[config.mk]
export PLATFORM = sky130hd
export DESIGN_NAME = multi_cycle_control
export DESIGN_NICKNAME = d
export VERILOG_FILES = /design/src/rtl/multi_cycle_control.sv
export SDC_FILE = /design/constraint.sdc
export NUM_CORES = 1
export LEC_CHECK = 0
export CELL_PAD_IN_SITES_DETAIL_PLACEMENT = 0
export CELL_PAD_IN_SITES_GLOBAL_PLACEMENT = 2
export CORE_MARGIN = 2
export CORE_UTILIZATION = 20
export CTS_CLUSTER_DIAMETER = 50
export CTS_CLUSTER_SIZE = 8
export DETAILED_ROUTE_END_ITERATION = 16
export PLACE_DENSITY_LB_ADDON = 0.15
export SETUP_SLACK_MARGIN = 0.2
export SYNTH_ARGS = -nofsm -noshare
export SYNTH_HDL_FRONTEND = slang
export SYNTH_SLANG_ARGS = --single-unit
[constraint.sdc]
create_clock -name CLK -period 1.9 [get_ports CLK]
set_input_delay 0.285 -clock CLK [delete_from_list [all_inputs] [get_ports CLK]]
set_output_delay 0.285 -clock CLK [all_outputs]
set_load 0.02 [all_outputs]
[src/rtl/multi_cycle_control.sv]
// Control unit for a multi-cycle MIPS-style CPU. It steps each instruction through fetch/decode/execute/mem/writeback
// and drives the datapath controls from the current state and the held opcode.
module multi_cycle_control (
  input  logic       CLK,
  input  logic       Reset,
  input  logic [5:0] op,
  input  logic       zero,
  input  logic       sign,
  output logic       PCWre,
  output logic       IRWre,
  output logic       InsMemRW,
  output logic       mRD,
  output logic       mWR,
  output logic       RegWre,
  output logic       ALUSrcA,
  output logic       ALUSrcB,
  output logic       DBDataSrc,
  output logic       WrRegDSrc,
  output logic [1:0] RegDst,
  output logic [1:0] ExtSel,
  output logic [1:0] PCSrc,
  output logic [2:0] ALUOp,
  output logic [2:0] state
);

  typedef enum logic [2:0] {
    S_IF     = 3'b000,
    S_ID     = 3'b001,
    S_EXE_LS = 3'b010,
    S_MEM    = 3'b011,
    S_WB_LD  = 3'b100,
    S_EXE_BR = 3'b101,
    S_EXE_AL = 3'b110,
    S_WB_AL  = 3'b111
  } state_t;

  localparam logic [5:0] OP_ADD   = 6'b000000;
  localparam logic [5:0] OP_SUB   = 6'b000001;
  localparam logic [5:0] OP_ADDIU = 6'b000010;
  localparam logic [5:0] OP_ANDI  = 6'b010000;
  localparam logic [5:0] OP_AND   = 6'b010001;
  localparam logic [5:0] OP_ORI   = 6'b010010;
  localparam logic [5:0] OP_OR    = 6'b010011;
  localparam logic [5:0] OP_SLL   = 6'b011000;
  localparam logic [5:0] OP_SLTI  = 6'b100110;
  localparam logic [5:0] OP_SLT   = 6'b100111;
  localparam logic [5:0] OP_SW    = 6'b110000;
  localparam logic [5:0] OP_LW    = 6'b110001;
  localparam logic [5:0] OP_BEQ   = 6'b110100;
  localparam logic [5:0] OP_BNE   = 6'b110101;
  localparam logic [5:0] OP_BLTZ  = 6'b110110;
  localparam logic [5:0] OP_J     = 6'b111000;
  localparam logic [5:0] OP_JR    = 6'b111001;
  localparam logic [5:0] OP_JAL   = 6'b111010;

  state_t cur;
  logic   is_jump, is_branch, is_sw, is_lw, is_alu;

  // Instruction class; anything unlisted (including halt) falls through as a stall.
  always_comb begin
    is_jump   = 1'b0;
    is_branch = 1'b0;
    is_sw     = 1'b0;
    is_lw     = 1'b0;
    is_alu    = 1'b0;
    case (op)
      OP_ADD, OP_SUB, OP_ADDIU, OP_AND, OP_ANDI, OP_OR, OP_ORI,
      OP_SLL, OP_SLT, OP_SLTI:   is_alu    = 1'b1;
      OP_SW:                     is_sw     = 1'b1;
      OP_LW:                     is_lw     = 1'b1;
      OP_BEQ, OP_BNE, OP_BLTZ:   is_branch = 1'b1;
      OP_J, OP_JR, OP_JAL:       is_jump   = 1'b1;
      default: ;
    endcase
  end

  always_ff @(posedge CLK or posedge Reset) begin
    if (Reset) begin
      cur <= S_IF;
    end else begin
      case (cur)
        S_IF:     cur <= S_ID;
        S_ID: begin
          if (is_jump)                cur <= S_IF;
          else if (is_branch)         cur <= S_EXE_BR;
          else if (is_sw || is_lw)    cur <= S_EXE_LS;
          else if (is_alu)            cur <= S_EXE_AL;
          else                        cur <= S_ID;
        end
        S_EXE_AL: cur <= S_WB_AL;
        S_WB_AL:  cur <= S_IF;
        S_EXE_BR: cur <= S_IF;
        S_EXE_LS: cur <= S_MEM;
        S_MEM:    cur <= is_lw ? S_WB_LD : S_IF;
        S_WB_LD:  cur <= S_IF;
        default:  cur <= S_IF;
      endcase
    end
  end

  assign state = 3'(cur);

  // Outputs follow state and opcode within the cycle; everything except InsMemRW is held low in reset.
  always_comb begin
    PCWre     = 1'b0;
    IRWre     = 1'b0;
    InsMemRW  = 1'b1;
    mRD       = 1'b0;
    mWR       = 1'b0;
    RegWre    = 1'b0;
    ALUSrcA   = 1'b0;
    ALUSrcB   = 1'b0;
    DBDataSrc = 1'b0;
    WrRegDSrc = 1'b0;
    RegDst    = 2'b00;
    ExtSel    = 2'b00;
    PCSrc     = 2'b00;
    ALUOp     = 3'b000;
    if (!Reset) begin
      ALUSrcA   = (op == OP_SLL);
      ALUSrcB   = (op == OP_ADDIU) || (op == OP_ANDI) || (op == OP_ORI) ||
                  (op == OP_SLTI)  || is_sw || is_lw;
      DBDataSrc = is_lw;
      WrRegDSrc = (op != OP_JAL);
      if (op == OP_JAL)
        RegDst = 2'b00;
      else if ((op == OP_ADDIU) || (op == OP_ANDI) || (op == OP_ORI) || (op == OP_SLTI) || is_lw)
        RegDst = 2'b01;
      else
        RegDst = 2'b10;
      if (op == OP_SLL)                          ExtSel = 2'b00;
      else if ((op == OP_ANDI) || (op == OP_ORI)) ExtSel = 2'b01;
      else                                       ExtSel = 2'b10;
      case (op)
        OP_J, OP_JAL: PCSrc = 2'b11;
        OP_JR:        PCSrc = 2'b10;
        OP_BEQ:       PCSrc = zero  ? 2'b01 : 2'b00;
        OP_BNE:       PCSrc = !zero ? 2'b01 : 2'b00;
        OP_BLTZ:      PCSrc = sign  ? 2'b01 : 2'b00;
        default:      PCSrc = 2'b00;
      endcase
      case (op)
        OP_SUB, OP_BEQ, OP_BNE, OP_BLTZ: ALUOp = 3'b001;
        OP_SLL:                          ALUOp = 3'b010;
        OP_OR, OP_ORI:                   ALUOp = 3'b011;
        OP_AND, OP_ANDI:                 ALUOp = 3'b100;
        OP_SLT, OP_SLTI:                 ALUOp = 3'b101;
        default:                         ALUOp = 3'b000;
      endcase
      IRWre = (cur == S_IF);
      case (cur)
        S_ID: begin
          PCWre  = is_jump;
          RegWre = (op == OP_JAL);
        end
        S_EXE_BR: PCWre = 1'b1;
        S_MEM: begin
          PCWre = is_sw;
          mWR   = is_sw;
          mRD   = is_lw;
        end
        S_WB_AL, S_WB_LD: begin
          PCWre  = 1'b1;
          RegWre = 1'b1;
        end
        default: ;
      endcase
    end
  end

endmodule

==> results_dict.tcl <==
set metrics [dict create \
    intPower_mw 0.390 \
    synth_top_area_share 0.112 \
    yosysUniqueCellTypes 42 \
    hold_buffers 0 \
    critical_path.max_fanout 10 \
    drt_iter0_drc 48 \
    grt_max_degree 13 \
    setup_viol 0 \
    max_freq_mhz 579 \
    firstDrtPassIters 4 \
    grt_pass1_wl_microns 4180 \
    rr_startpoint "state[2]" \
    vias 947 \
    cts_tree "built" \
    wl_microns 2540 \
    r2r_slack_ns 0.70 \
    wl_per_cell_microns 12.4 \
    p_sw_mw 0.303 \
    final_nets 170 \
    grt_use_total 0.144 \
    fp.dieW_microns 61.9 \
    port_buffers 30 \
    cp-end-kind "primary output" \
    postLayoutSetupSlackWorst_ns 0.172 \
    clockPowerShare 0.171 \
    cts_buffers 3 \
    clkTransAtPathRegs_ns 0.04 \
    post-place-ws_ns -0.807 \
    clockBufferDepth 2 \
    crit_path_max_incr_delay_ns 0.37 \
    clock-sinks 3 \
    clk_latency_ns 0.25 \
    min_period_over_period 0.909 \
    synthToLayoutAreaGrowth_pct 97.9 \
    peakVddDrop_v 0.000164 \
    cp_slowest_cell "nor4b_2" \
    finalSetupTns_ns 0 \
    pwr_density_cell_nw_per_um2 522 \
    critical_path_required_ns 1.62 \
    drive_gt1_frac 0.522 \
    cp.arrival_ns 1.44 \
    yosys_most_used_dff "dfrtp_1" \
    n_fill_cell 361 \
    rsz0062_at_grt "yes" \
    rr_endpoint "state[2]" \
    seq_area_frac_synth 0.112 \
    synth_cells 101 \
    hold_violations 0 \
    ys_top_cells_by_area "dfrtp_1, nor3_1, nor2_1, nand2_1, a211oi_1" \
    fin_util 0.404 \
    fin_skew_ns 0.00714 \
    worstPathCellList "buf_6 > buf_4 > nor4b_2 > o41ai_4 > buf_4 > nor3_2 > buf_4" \
    power_frac_seq 0.148 \
    antenna_left 0 \
    insertedDiodeCount 0 \
    yosysTopAreaCell "dfrtp_1" \
    htreeDepth 1 \
    finalCriticalPeriod_ns 1.73 \
    grt_overflow 0 \
    synth-edff-count 0 \
    cp-endpoint "RegDst[0]" \
    route.detailed.drc 0 \
    io_pins 32 \
    synth-seq-cells 3 \
    die_y_microns 61.9 \
    finalMaxSlewViolations 0 \
    status "completed" \
    p_leak_nw 0.617 \
    row_count 21 \
    cp-startpoint "op[5]" \
    grt_pass1_vias 893 \
    avgViaCountPerCell 4.62 \
    core-area_sq_um 3280 \
    cts-root-buf "clkbuf_4" \
    ys.warnings.count 0 \
    dp.final_hpwl_microns 1980 \
    switching_share 0.437 \
    min_path_type "input pin to async pin" \
    cap_violations 0 \
    worstSetupPathType "input pin to primary output" \
    synth_nets 111 \
    syn_area_sq_um 671 \
    antenna_found_initial 0 \
    async_flop_share 1.00 \
    die_area_sq_um 3830 \
    reg2regPathDepth 4 \
    initial_core_util 0.204 \
    p_comb_frac 0.681 \
    gp_congestion 0.773 \
    largest_register_ffs 3 \
    cpMostUsedCell "buf_4" \
    avgSynthCellArea_sq_um 6.64 \
    startpoint_type "input pin" \
]
worst min path at each step:
stage / from / endpoint / slack [ns] / depth (start not counted)
2_1_floorplan: Reset / state[0] / 0.28 / 2
3_3_place_gp: Reset / state[0] / 0.61 / 3
3_5_place_dp: Reset / state[0] / 0.61 / 3
4_1_cts: Reset / state[0] / 0.16 / 3
5_1_grt: Reset / state[0] / 0.20 / 3
6_report: Reset / state[0] / 0.16 / 3
layout by cell type, fill, tap and decap left out, types with 2 or more instances in the layout:
| cell | synthesis | routed |
|---|---|---|
| nor4_4 | 0 | 2 |
| buf_6 | 2 | 9 |
| inv_1 | 5 | 4 |
| clkdlybuf4s50_1 | 0 | 3 |
| nor3_2 | 0 | 3 |
| nand2b_4 | 0 | 2 |
| nor2b_1 | 4 | 3 |
| clkbuf_2 | 0 | 2 |
| nand3_1 | 2 | 2 |
| nand4b_1 | 3 | 3 |
| a211oi_1 | 4 | 2 |
| nand2_1 | 9 | 9 |
| nor2_1 | 10 | 8 |
| and2_1 | 2 | 2 |
| a211oi_2 | 0 | 2 |
| dlymetal6s2s_1 | 0 | 2 |
| a21oi_1 | 2 | 2 |
| dlygate4sd2_1 | 0 | 2 |
| nor3_1 | 8 | 5 |
| nor4_1 | 3 | 2 |
| dfrtp_1 | 3 | 3 |
| o22ai_1 | 4 | 4 |
| buf_2 | 3 | 9 |
| and3_1 | 2 | 2 |
| clkbuf_4 | 0 | 3 |
| buf_4 | 4 | 40 |
cell type report:
class                           instances  area, sq um  share of cell area
Clock buffer                            4         26.3              0.0198
Inverter                                5         18.8              0.0141
Multi-Input combinational cell         80          621               0.467
Sequential cell                         3         75.1              0.0566
Tap cell                               46         57.6              0.0434
Timing Repair Buffer                   67          529               0.399
worst max-delay path: cells and delay by family:
kind | cells | cell delay [ns]
AOI/OAI and AO/OA | 1 | 0.13
buffers and inverters | 4 | 0.56
and+or+nand+nor | 2 | 0.47
power by group through the flow:
stage | clock network (mW) | logic (mW) | registers (mW)
after floorplan | 0 | 0.227 | 0.130
after CTS | 0.122 | 0.474 | 0.103
after global placement | 0 | 0.454 | 0.105
final | 0.118 | 0.472 | 0.102
after global routing | 0.123 | 0.516 | 0.107
after detailed placement | 0 | 0.456 | 0.104
stage by stage:
step / hold WS, ns / cell area, sq um / total power, mW / cells
2_1_floorplan: 0.275 / 696 / 0.357 / 101
3_3_place_gp: 0.614 / 1220 / 0.559 / 198
3_5_place_dp: 0.613 / 1220 / 0.560 / 198
4_1_cts: 0.163 / 1300 / 0.699 / 205
5_1_grt: 0.204 / 1330 / 0.745 / 205
6_report: 0.158 / 1330 / 0.693 / 205
metal layers:
metal / up-vias / track usage / share of wire
met5: - / 0 / 0
met2: 22 / 0.230 / 0.46
met3: 3 / 0.00621 / 0.034
met4: 0 / 0.0456 / 0.013
li1: 486 / - / -
met1: 436 / 0.209 / 0.49
synthesized netlist by cell type, types with 2 or more instances:
cell type	instances
a211oi_1	4
a21oi_1	2
a311oi_1	2
and2_1	2
and3_1	2
buf_2	3
buf_4	4
buf_6	2
clkbuf_1	4
dfrtp_1	3
inv_1	5
nand2_1	9
nand2b_1	3
nand3_1	2
nand4b_1	3
nor2_1	10
nor2b_1	4
nor3_1	8
nor4_1	3
o22ai_1	4
kinds of logic after synthesis:
group / share of synthesized area
XOR/XNOR: 0.0131
buffers and inverters: 0.151
flip-flops: 0.112
AO/OA/AOI/OAI: 0.287
other: 0.00559
AND/OR/NAND/NOR: 0.431
repair_timing:
item,4_1_cts,5_1_grt
setup buffers,3,0
endpoints found under the setup margin,20,16
pin swaps,9,6
resized for setup,125,18
No activity file was read; power rests on OpenSTA's default activity.
